### src/rtl/id_ex_stage.sv
// ID/EX pipeline register for the 16-bit ALU: operand forwarding from EX/MEM and MEM/WB,
// load-use bubble insertion, valid/ready back-pressure and branch/jump flush.
module id_ex_stage #(
   parameter int DW = 16,
   parameter int RW = 3
) (
   input  logic          clk,
   input  logic          rst,
   input  logic          flush,
   input  logic          in_valid,
   output logic          in_ready,
   input  logic [4:0]    in_opcode,
   input  logic [1:0]    in_funct,
   input  logic [RW-1:0] in_rs_idx,
   input  logic [RW-1:0] in_rt_idx,
   input  logic [RW-1:0] in_rd_idx,
   input  logic          in_rs_used,
   input  logic          in_rt_used,
   input  logic [DW-1:0] in_rs_data,
   input  logic [DW-1:0] in_rt_data,
   input  logic [DW-1:0] in_imm,
   input  logic          in_use_imm,
   input  logic          in_reg_write,
   input  logic          in_mem_read,
   input  logic          fwd_ex_wr,
   input  logic [RW-1:0] fwd_ex_idx,
   input  logic [DW-1:0] fwd_ex_data,
   input  logic          fwd_wb_wr,
   input  logic [RW-1:0] fwd_wb_idx,
   input  logic [DW-1:0] fwd_wb_data,
   output logic          out_valid,
   input  logic          out_ready,
   output logic [4:0]    alu_opcode,
   output logic [1:0]    alu_funct,
   output logic [DW-1:0] alu_ain,
   output logic [DW-1:0] alu_bin,
   output logic [DW-1:0] out_st_data,
   output logic [RW-1:0] out_rd_idx,
   output logic          out_reg_write,
   output logic          out_mem_read
);

   logic          ld_pend;
   logic [RW-1:0] ld_pend_idx;
   logic [DW-1:0] rs_sel;
   logic [DW-1:0] rt_sel;
   logic          ld_in_stage;
   logic          hit_stage;
   logic          hit_pend;
   logic          hazard;
   logic          accept;
   logic          consume_load;

   // NOTE: every always_comb output gets a default first so no path leaves it unassigned (no latch).
   always_comb begin
      rs_sel = in_rs_data;
      if (fwd_ex_wr && (fwd_ex_idx == in_rs_idx))
         rs_sel = fwd_ex_data;
      else if (fwd_wb_wr && (fwd_wb_idx == in_rs_idx))
         rs_sel = fwd_wb_data;
   end

   always_comb begin
      rt_sel = in_rt_data;
      if (fwd_ex_wr && (fwd_ex_idx == in_rt_idx))
         rt_sel = fwd_ex_data;
      else if (fwd_wb_wr && (fwd_wb_idx == in_rt_idx))
         rt_sel = fwd_wb_data;
   end

   // A load's data only reaches MEM/WB two cycles later, so it stalls while in this stage or pending.
   assign ld_in_stage = out_valid && out_mem_read && out_reg_write;
   assign hit_stage   = ld_in_stage &&
                        ((in_rs_used && (in_rs_idx == out_rd_idx)) ||
                         (in_rt_used && (in_rt_idx == out_rd_idx)));
   assign hit_pend    = ld_pend &&
                        ((in_rs_used && (in_rs_idx == ld_pend_idx)) ||
                         (in_rt_used && (in_rt_idx == ld_pend_idx)));
   assign hazard       = in_valid && (hit_stage || hit_pend);
   assign in_ready     = (!out_valid || out_ready) && !hazard && !flush;
   assign accept       = in_valid && in_ready;
   assign consume_load = ld_in_stage && out_ready;

   // NOTE: sequential state uses non-blocking assignments so all registers update from pre-edge values.
   always_ff @(posedge clk or negedge rst) begin
      if (!rst) begin
         out_valid     <= 1'b0;
         alu_opcode    <= '0;
         alu_funct     <= '0;
         alu_ain       <= '0;
         alu_bin       <= '0;
         out_st_data   <= '0;
         out_rd_idx    <= '0;
         out_reg_write <= 1'b0;
         out_mem_read  <= 1'b0;
         ld_pend       <= 1'b0;
         ld_pend_idx   <= '0;
      end else if (flush) begin
         out_valid <= 1'b0;
         ld_pend   <= 1'b0;
      end else begin
         if (consume_load) begin
            ld_pend     <= 1'b1;
            ld_pend_idx <= out_rd_idx;
         end else if (out_ready) begin
            ld_pend <= 1'b0;
         end

         if (accept) begin
            out_valid     <= 1'b1;
            alu_opcode    <= in_opcode;
            alu_funct     <= in_funct;
            alu_ain       <= rs_sel;
            alu_bin       <= in_use_imm ? in_imm : rt_sel;
            out_st_data   <= rt_sel;
            out_rd_idx    <= in_rd_idx;
            out_reg_write <= in_reg_write;
            out_mem_read  <= in_mem_read;
         end else if (out_ready) begin
            out_valid <= 1'b0;
         end
      end
   end

endmodule

### config.mk
export PLATFORM = sky130hd
export DESIGN_NAME = id_ex_stage
export DESIGN_NICKNAME = d
export VERILOG_FILES = /design/src/rtl/id_ex_stage.sv
export SDC_FILE = /design/constraint.sdc
export NUM_CORES = 1
export LEC_CHECK = 0
export CORE_MARGIN = 2
export CORE_UTILIZATION = 47
export CTS_BUF_LIST = sky130_fd_sc_hd__clkbuf_4 sky130_fd_sc_hd__clkbuf_8
export CTS_CLUSTER_SIZE = 20
export DETAILED_ROUTE_END_ITERATION = 8
export PLACE_DENSITY = 0.89
export SETUP_SLACK_MARGIN = 0.05
export SYNTH_ARGS = -nofsm -noshare
export SYNTH_HDL_FRONTEND = slang
export SYNTH_SLANG_ARGS = --single-unit
### constraint.sdc
create_clock -name clk -period 5.5 [get_ports clk]
set_clock_uncertainty 0.15 [all_clocks]
set_input_delay 1.65 -clock clk [delete_from_list [all_inputs] [get_ports clk]]
set_output_delay 1.65 -clock clk [all_outputs]
set_load 0.03 [all_outputs]
# After elaboration in Yosys (flattened, before gate mapping)
# Index checks and enable logic that the tools add are counted.
classes:
  mux: 10
  reduce_logical: 28
  n_bitwise: 1
  n_eq_ne: 8
op_table:
  columns: ["operator", "count"]
  rows:
  - ["$mux W16", 5]
  - ["$eq A3 B3 Y1", 8]
  - ["$logic_and A1 B1 Y1", 17]
  - ["$reduce_bool A3 Y1", 2]
  - ["$mux W1", 5]
  - ["$logic_or A1 B1 Y1", 4]
  - ["$reduce_and A2 Y1", 2]
  - ["$logic_not A1 Y1", 3]
  - ["$not A1 Y1", 1]
totals:
  out_inout_bits: 62
  elab_cells: 58
  regBits: 65
  inputBits: 114

# Depth between registers and ports, before layout
# Gate-level depths: netlist of the first run.
depth:
  word_depth: 12
  ltp_mapped: 8
  ltp_nobuf: 5

# Worst setup path before layout of the first run
# No wires, ideal clock.
synth_path:
  path_type: "input to output"
  startpoint: "in in_rs_idx[0]"
  endpoint: "out in_ready"
  path_stages: 6
  path_buffers: 1
  required_time_ns: 3.700
  setup_slack_ns: 1.117
  t_arrival_ns: 2.583
  path_cell_list: "clkbuf_2 xnor2_1 nand4_1 a21boi_2 o21ai_0 and2_1"
synth_between:
  elab_chain_cells: 9
  elab_cells_between_ends: 13
  classes_between: "eq/ne: 2; reduce/logical: 11"
synth_lines:
  columns: ["item", "line", "rtl"]
  rows:
  - ["start, declared", "14", "input logic [RW-1:0] in_rs_idx,"]
  - ["$eq A3 B3 Y1, on equally long branches", "74, 77", null]
  - ["$logic_and A1 B1 Y1, on equally long branches", "74, 77", null]
  - ["$logic_or A1 B1 Y1, on equally long branches", "74, 77", null]
  - ["$logic_and A1 B1 Y1, on equally long branches", "73, 76", null]
  - ["$logic_or A1 B1 Y1 (*)", "79", "assign hazard = in_valid && (hit_stage || hit_pend);"]
  - ["$logic_and A1 B1 Y1 (*)", "79", null]
  - ["$logic_not A1 Y1 (*)", "80", "assign in_ready = (!out_valid || out_ready) && !hazard && !flush;"]
  - ["$logic_and A1 B1 Y1 (*) (2 in a row)", "80", null]
  - ["end, declared", "11", "output logic in_ready,"]
# Mark *: on every way between the ends. The rest lies on a longest branch, timed or not.

# Final worst setup path of the first run
layout_path:
  startpoint: "in in_rs_idx[1]"
  endpoint: "out in_ready"
# The elaborated chain is that of the path after synthesis.

==> results of run 1 <==
==> synthesized netlist by cell type, drive strengths merged (2+ instances only) <==
master	number
dfrtp	65
mux2	63
nor2	49
xnor2	22
a21oi	19
nand2	18
a221oi	16
and3	16
mux2i	16
o31ai	16
clkbuf	13
buf	12
nand4	8
inv	2
xor2	2
==> where the power goes <==
part | total [uW] | internal [uW] | switching, uW
clock network | 420 | 242 | 178
logic | 826 | 430 | 396
registers | 662 | 584 | 78.7
total | 1910 | 1260 | 652
==> repair_timing <==
action                                  CTS  global route
gates resized for setup                   0             1
setup buffers                             0             0
hold buffers                              0             0
endpoints found under the hold margin     0             0
endpoints found under the setup margin    0             1
==> worst max path at each step <==
| stage | to | slack (ns) | depth (start not counted) |
|---|---|---|---|
| finish | in_ready | 0.42 | 7 |
| global route | in_ready | 0.34 | 7 |
| CTS | in_ready | 0.08 | 7 |
| detailed placement | in_ready | 0.09 | 7 |
| global placement | in_ready | 0.17 | 7 |
| floorplan | in_ready | 1.12 | 6 |
==> worst max-delay path: cells and delay by family <==
family / cells / cell delay, ns
compound gates: 2 / 0.30
xor+xnor: 1 / 0.17
buf+inv: 2 / 0.85
simple gates: 2 / 0.32
==> placed cells by master (no fill, tap or decap), types with 2 or more instances in the layout <==
cell type,n
clkdlybuf4s50_1,173
dfrtp_1,65
mux2_4,59
nor2_1,49
xnor2_1,21
a21oi_1,18
nand2_1,18
and3_1,16
mux2i_1,16
o31ai_1,16
a221oi_1,13
clkbuf_8,11
buf_4,11
nand4_1,7
mux2_2,4
a221oi_2,3
inv_1,2
xor2_1,2
clkbuf_4,2
==> cell type report <==
type,count,area [sq um]
well taps,105,131.4
repair buffers,186,1832
inverters,2,7.507
fillers,604,2272
flip-flops and latches,65,1627
clock buffers,13,166.4
clock inverters,2,37.54
multi-input cells,254,2185
==> cells by family after synthesis <==
logic type / synth area share [%]
buf+inv: 5.463
compound gates: 9.994
mux: 27.06
flops: 40.35
xor+xnor: 5.680
simple gates: 11.45
==> routing by layer <==
layer | track usage (%) | up-vias | share of wire, %
met5 | 0 | - | 0
met4 | 9.426 | 0 | 1.6
met3 | 5.564 | 18 | 6.9
met2 | 45.94 | 156 | 51
met1 | 32.66 | 1733 | 40
li1 | - | 1596 | -
==> sequential cells by signal, indices dropped and copies added, names as in the netlist, 2 cells and up <==
| signal | flops |
|---|---|
| alu_ain | 16 |
| ld_pend_idx | 3 |
| out_st_data | 16 |
| alu_funct | 2 |
| alu_opcode | 5 |
| alu_bin | 16 |
| out_rd_idx | 3 |
==> through the flow <==
stage,worst slack [ns],hold slack (ns)
5_1_grt,0.3381,0.3720
4_1_cts,0.07666,0.3616
3_3_place_gp,0.1658,0.3406
2_1_floorplan,1.117,0.3472
3_5_place_dp,0.09247,0.3433
6_report,0.4155,0.3607
==> results.yml, run 1 <==
worst_setup_path:
  slowest_stage: "clkdlybuf4s50_1"
  reg2reg_depth: 7
  r2r-start: "out_rd_idx[1]"
  endpoint_kind: "primary output"
  cp_max_fo: 4
  critPathArrivalTime_ns: 3.28
  regToRegEndpoint: "alu_ain[0]"
  r2r_setup_slack_ns: 3.11
  startpoint_type: "input pin"
  cp-startpoint: "in_rs_idx[1]"
  path_cells: "clkdlybuf4s50_1 > xnor2_1 > nand4_1 > a21oi_2 > o21ai_0 > and2_1 > dlymetal6s2s_1"
  worstSetupPathType: "in2out"
  cpPeakStageDelay_ns: 0.62
  worstPathRequired_ns: 3.70
sta:
  fin_tns_setup_ns: 0
  rsz0062_at_grt: "no"
  worstMarginPinSlew_ns: 1.006
  max_slew_margin_pct: 32.95
  fin_crit_ns: 5.085
  report.final.slew_viol_count: 0
  setup_viol: 0
  fmax_mhz: 196.7
  hold_violations: 0
  finalCritPeriodShare_pct: 92.45
die:
  dieArea_sq_um: 9334
  rows: 33
  die_h_microns: 96.62
  core_area_sq_um: 8258
  pin_count: 176
  fp.dieW_microns: 96.62
  start_util_pct: 48.82
route:
  drc: 0
  routed_wl_mm: 12.38
  dr.pass1.iters: 5
  antenna_left: 0
  wl_per_cell_microns: 19.75
  drtIter0Drc: 140
  vias: 3503
  vias_per_cell: 5.587
finish:
  drive_above_1_share_pct: 18.97
  fin_area_sq_um: 5986
  layout-area-overhead-vs-synth_pct: 48.48
  fin_util_pct: 72.48
  fin_cells: 627
  diodes: 0
  layout.nets: 632
logic_synthesis:
  synthesis.area_sq_um: 4031
  synth_edf_count: 0
  synth_area_per_cell_sq_um: 11.65
  synthTopCellsByArea: "dfrtp_1 40%, mux2_4 22%, nor2_1 4.6%, xnor2_1 4.6%, mux2i_1 4.0%"
  synthCells: 346
  synth_largest_area_cell: "dfrtp_1"
  ys_async_sr_fraction_pct: 100.0
  synth_seq_cells: 65
  ys_types: 33
  synth_top_cell_area_share_pct: 40.35
  ys_seq_area_share_pct: 40.35
  synth_warnings: 0
  synth_ff_type: "dfrtp_1"
  synth_fp_nets: 460
clock_network:
  tritoncts: "done"
  cts_buffers: 9
  root_buffer: "clkbuf_8"
  cts.path.max_buffers: 2
  cts.clk_slew.worst_paths_ns: 0.07
  clock_sinks: 65
  htreeDepth: 3
  clock_latency_ns: 0.33
global_route:
  grt_usage_pct: 26.50
  grt-ovfl-total: 0
  antenna_found_initial: 0
  grt_pass1_wl_mm: 19.95
  first_global_vias: 3908
  grt_max_degree: 47
flow_run:
  drv_cap: 0
power:
  leakagePower_uw: 0.002652
  power_density_nw_per_um2: 318.9
  irDropWorstVdd_mv: 0.1792
  total_power_uw: 1909
place:
  dp.final_hpwl_mm: 9.168
  dp_cells: 612
  placed_cell_area_sq_um: 5779
  place_congestion: 0.8462
  port-buffer-count: 175
worst_hold_path:
  hp-start: "alu_bin[4]"
  min_path_type: "reg2reg"
  hold_end: "alu_bin[4]"
  whs_path_depth: 1
status:
  outcome: "finished clean"
Note: power is estimated with default switching activity, not from simulation.
==> inputs of run 2 (changes only) <==
Settings changed: SKIP_LAST_GASP from default to 1.
==> results of run 2 <==
Same layout as run 1: the final DEF is identical, and so are final timing and power.
==> inputs of run 3 (changes only) <==
Settings changed: CORE_MARGIN 2 to 4.
==> results.yml, run 3 (synthesis results as in run 1) <==
sta:
  rsz0062_at_grt: "no"
  fin_crit_ns: 5.212
  finalCritPeriodShare_pct: 94.77
  setup_viol: 0
  report.final.slew_viol_count: 0
  hold_violations: 0
  fmax_mhz: 191.9
  max_slew_margin_pct: 47.83
  fin_tns_setup_ns: 0
  worstMarginPinSlew_ns: 0.7803
power:
  irDropWorstVdd_mv: 0.1889
  leakagePower_uw: 0.002635
  p_seq_share_pct: 35.8
  pwr-share-clk_pct: 19.6
  power_density_nw_per_um2: 309.2
  switching_share_pct: 35.16
  pwr-share-comb_pct: 44.6
  switchingPower_uw: 648.7
  intPower_uw: 1196
clock_network:
  cts_buffers: 9
  cts_setup_buffers: 0
  cts.path.max_buffers: 2
  root_buffer: "clkbuf_8"
  htreeDepth: 3
  tritoncts: "done"
  clock_sinks: 65
  cts.clk_slew.worst_paths_ns: 0.08
  clock_latency_ns: 0.33
finish:
  fin_util_pct: 71.90
  layout.nets: 633
  multi_input_area_sq_um: 2185
  diodes: 0
  seq_area_sq_um: 1627
  final_cell_mix: "173 x clkdlybuf4s50_1, 65 x dfrtp_1, 59 x mux2_4"
  layout-area-overhead-vs-synth_pct: 48.01
  drive_above_1_share_pct: 18.97
  layout_commonest_cell: "clkdlybuf4s50_1"
  nFillCells: 579
  top_regs: "alu_ain x16, alu_bin x16, out_st_data x16"
route:
  vias_per_cell: 5.558
  antenna_left: 0
  routed_wl_mm: 12.36
  drtIter0Drc: 154
  dr.pass1.iters: 4
  wl_per_cell_microns: 19.71
  drc: 0
  vias: 3485
worst_setup_path:
  startpoint_type: "input pin"
  worstPathRequired_ns: 3.70
  critPathArrivalTime_ns: 3.41
  worstSetupPathType: "in2out"
  cp_max_fo: 4
  endpoint_kind: "primary output"
status:
  outcome: "finished clean"
global_route:
  grt_max_degree: 62
  grt_usage_pct: 23.62
  first_global_vias: 3730
  grt-ovfl-total: 0
  antenna_found_initial: 0
  grt_pass1_wl_mm: 18.77
worst_hold_path:
  min_path_type: "reg2reg"
place:
  dp.final_hpwl_mm: 9.174
  place_congestion: 0.9075
  port-buffer-count: 175
die:
  start_util_pct: 48.58
  pin_count: 176
  core_area_sq_um: 8299
  rows: 33
  fp.dieW_microns: 100.6
  dieArea_sq_um: 10120
  die_h_microns: 100.6
flow_run:
  drv_cap: 0
## run 3: cell types whose count changed in the layout (fill, tap and decap cells not counted)
cell and change:
clkinv_2 +2, dlygate4sd2_1 +1, clkbuf_4 -2, buf_12 +1, bufinv_16 -1, dlymetal6s2s_1 -1
## run 3: power by group through the flow
stage / Clock (uW) / Combinational, uW / Sequential, uW
after floorplan: 0 / 287 / 849
after global placement: 0 / 811 / 661
after detailed placement: 0 / 823 / 667
after CTS: 371 / 828 / 661
after global routing: 386 / 862 / 672
final: 362 / 823 / 660
## run 3: critical path, stage by stage
cell and delay (ns):
clkdlybuf4s50_1 0.53, xnor2_1 0.27, nand4_1 0.17, a21oi_2 0.20, o21ai_0 0.09, and2_1 0.15
dlygate4sd2_1 0.34
## run 3: metal layers
| layer | vias up | part of all wire [%] | GRT usage (%) |
|---|---|---|---|
| li1 | 1596 | - | - |
| met1 | 1702 | 41 | 29.32 |
| met2 | 165 | 49 | 40.10 |
| met3 | 22 | 8.6 | 5.467 |
| met4 | 0 | 1.8 | 8.497 |
| met5 | - | 0 | 0 |
## run 3: through the flow
stage | cells | worst slack [ns] | power (uW) | hold WS [ns] | area, sq um
global route | 627 | 0.2012 | 1920 | 0.3656 | 5967
detailed placement | 613 | 0.04193 | 1491 | 0.3448 | 5799
finish | 627 | 0.2877 | 1845 | 0.3582 | 5967
global placement | 613 | 0.1917 | 1472 | 0.3400 | 5799
CTS | 627 | 0.2818 | 1859 | 0.3617 | 5967
floorplan | 346 | 1.117 | 1136 | 0.3472 | 4031
## run 3: timing repair
item | 4_1_cts | 5_1_grt
setup endpoints to repair | 1 | 0
gates resized for setup | 1 | 0
hold buffers | 0 | 0
## run 3: final cells by class
class	count	share of cell area, %
sequential	65	27.26
clock buffer	11	2.537
timing repair buffer	187	30.97
multi-input combinational	254	36.61
clock inverter	3	0.2936
tap	105	2.202
inverter	2	0.1258
## run 3: path summary, 6_finish.rpt
kind | slack, ns | endpoint | cells after the start | startpoint
hold / removal | 0.36 | alu_opcode[4] | 1 | alu_opcode[4]
hold reg to reg | 0.36 | alu_opcode[4] | 1 | alu_opcode[4]
max in group asynchronous | 3.03 | out_st_data[9] | 2 | rst
setup reg to reg | 3.21 | out_rd_idx[0] | 7 | out_rd_idx[0]
min in group asynchronous | 1.22 | alu_bin[6] | 1 | rst
setup / recovery | 0.29 | in_ready | 7 | in_rt_idx[0]
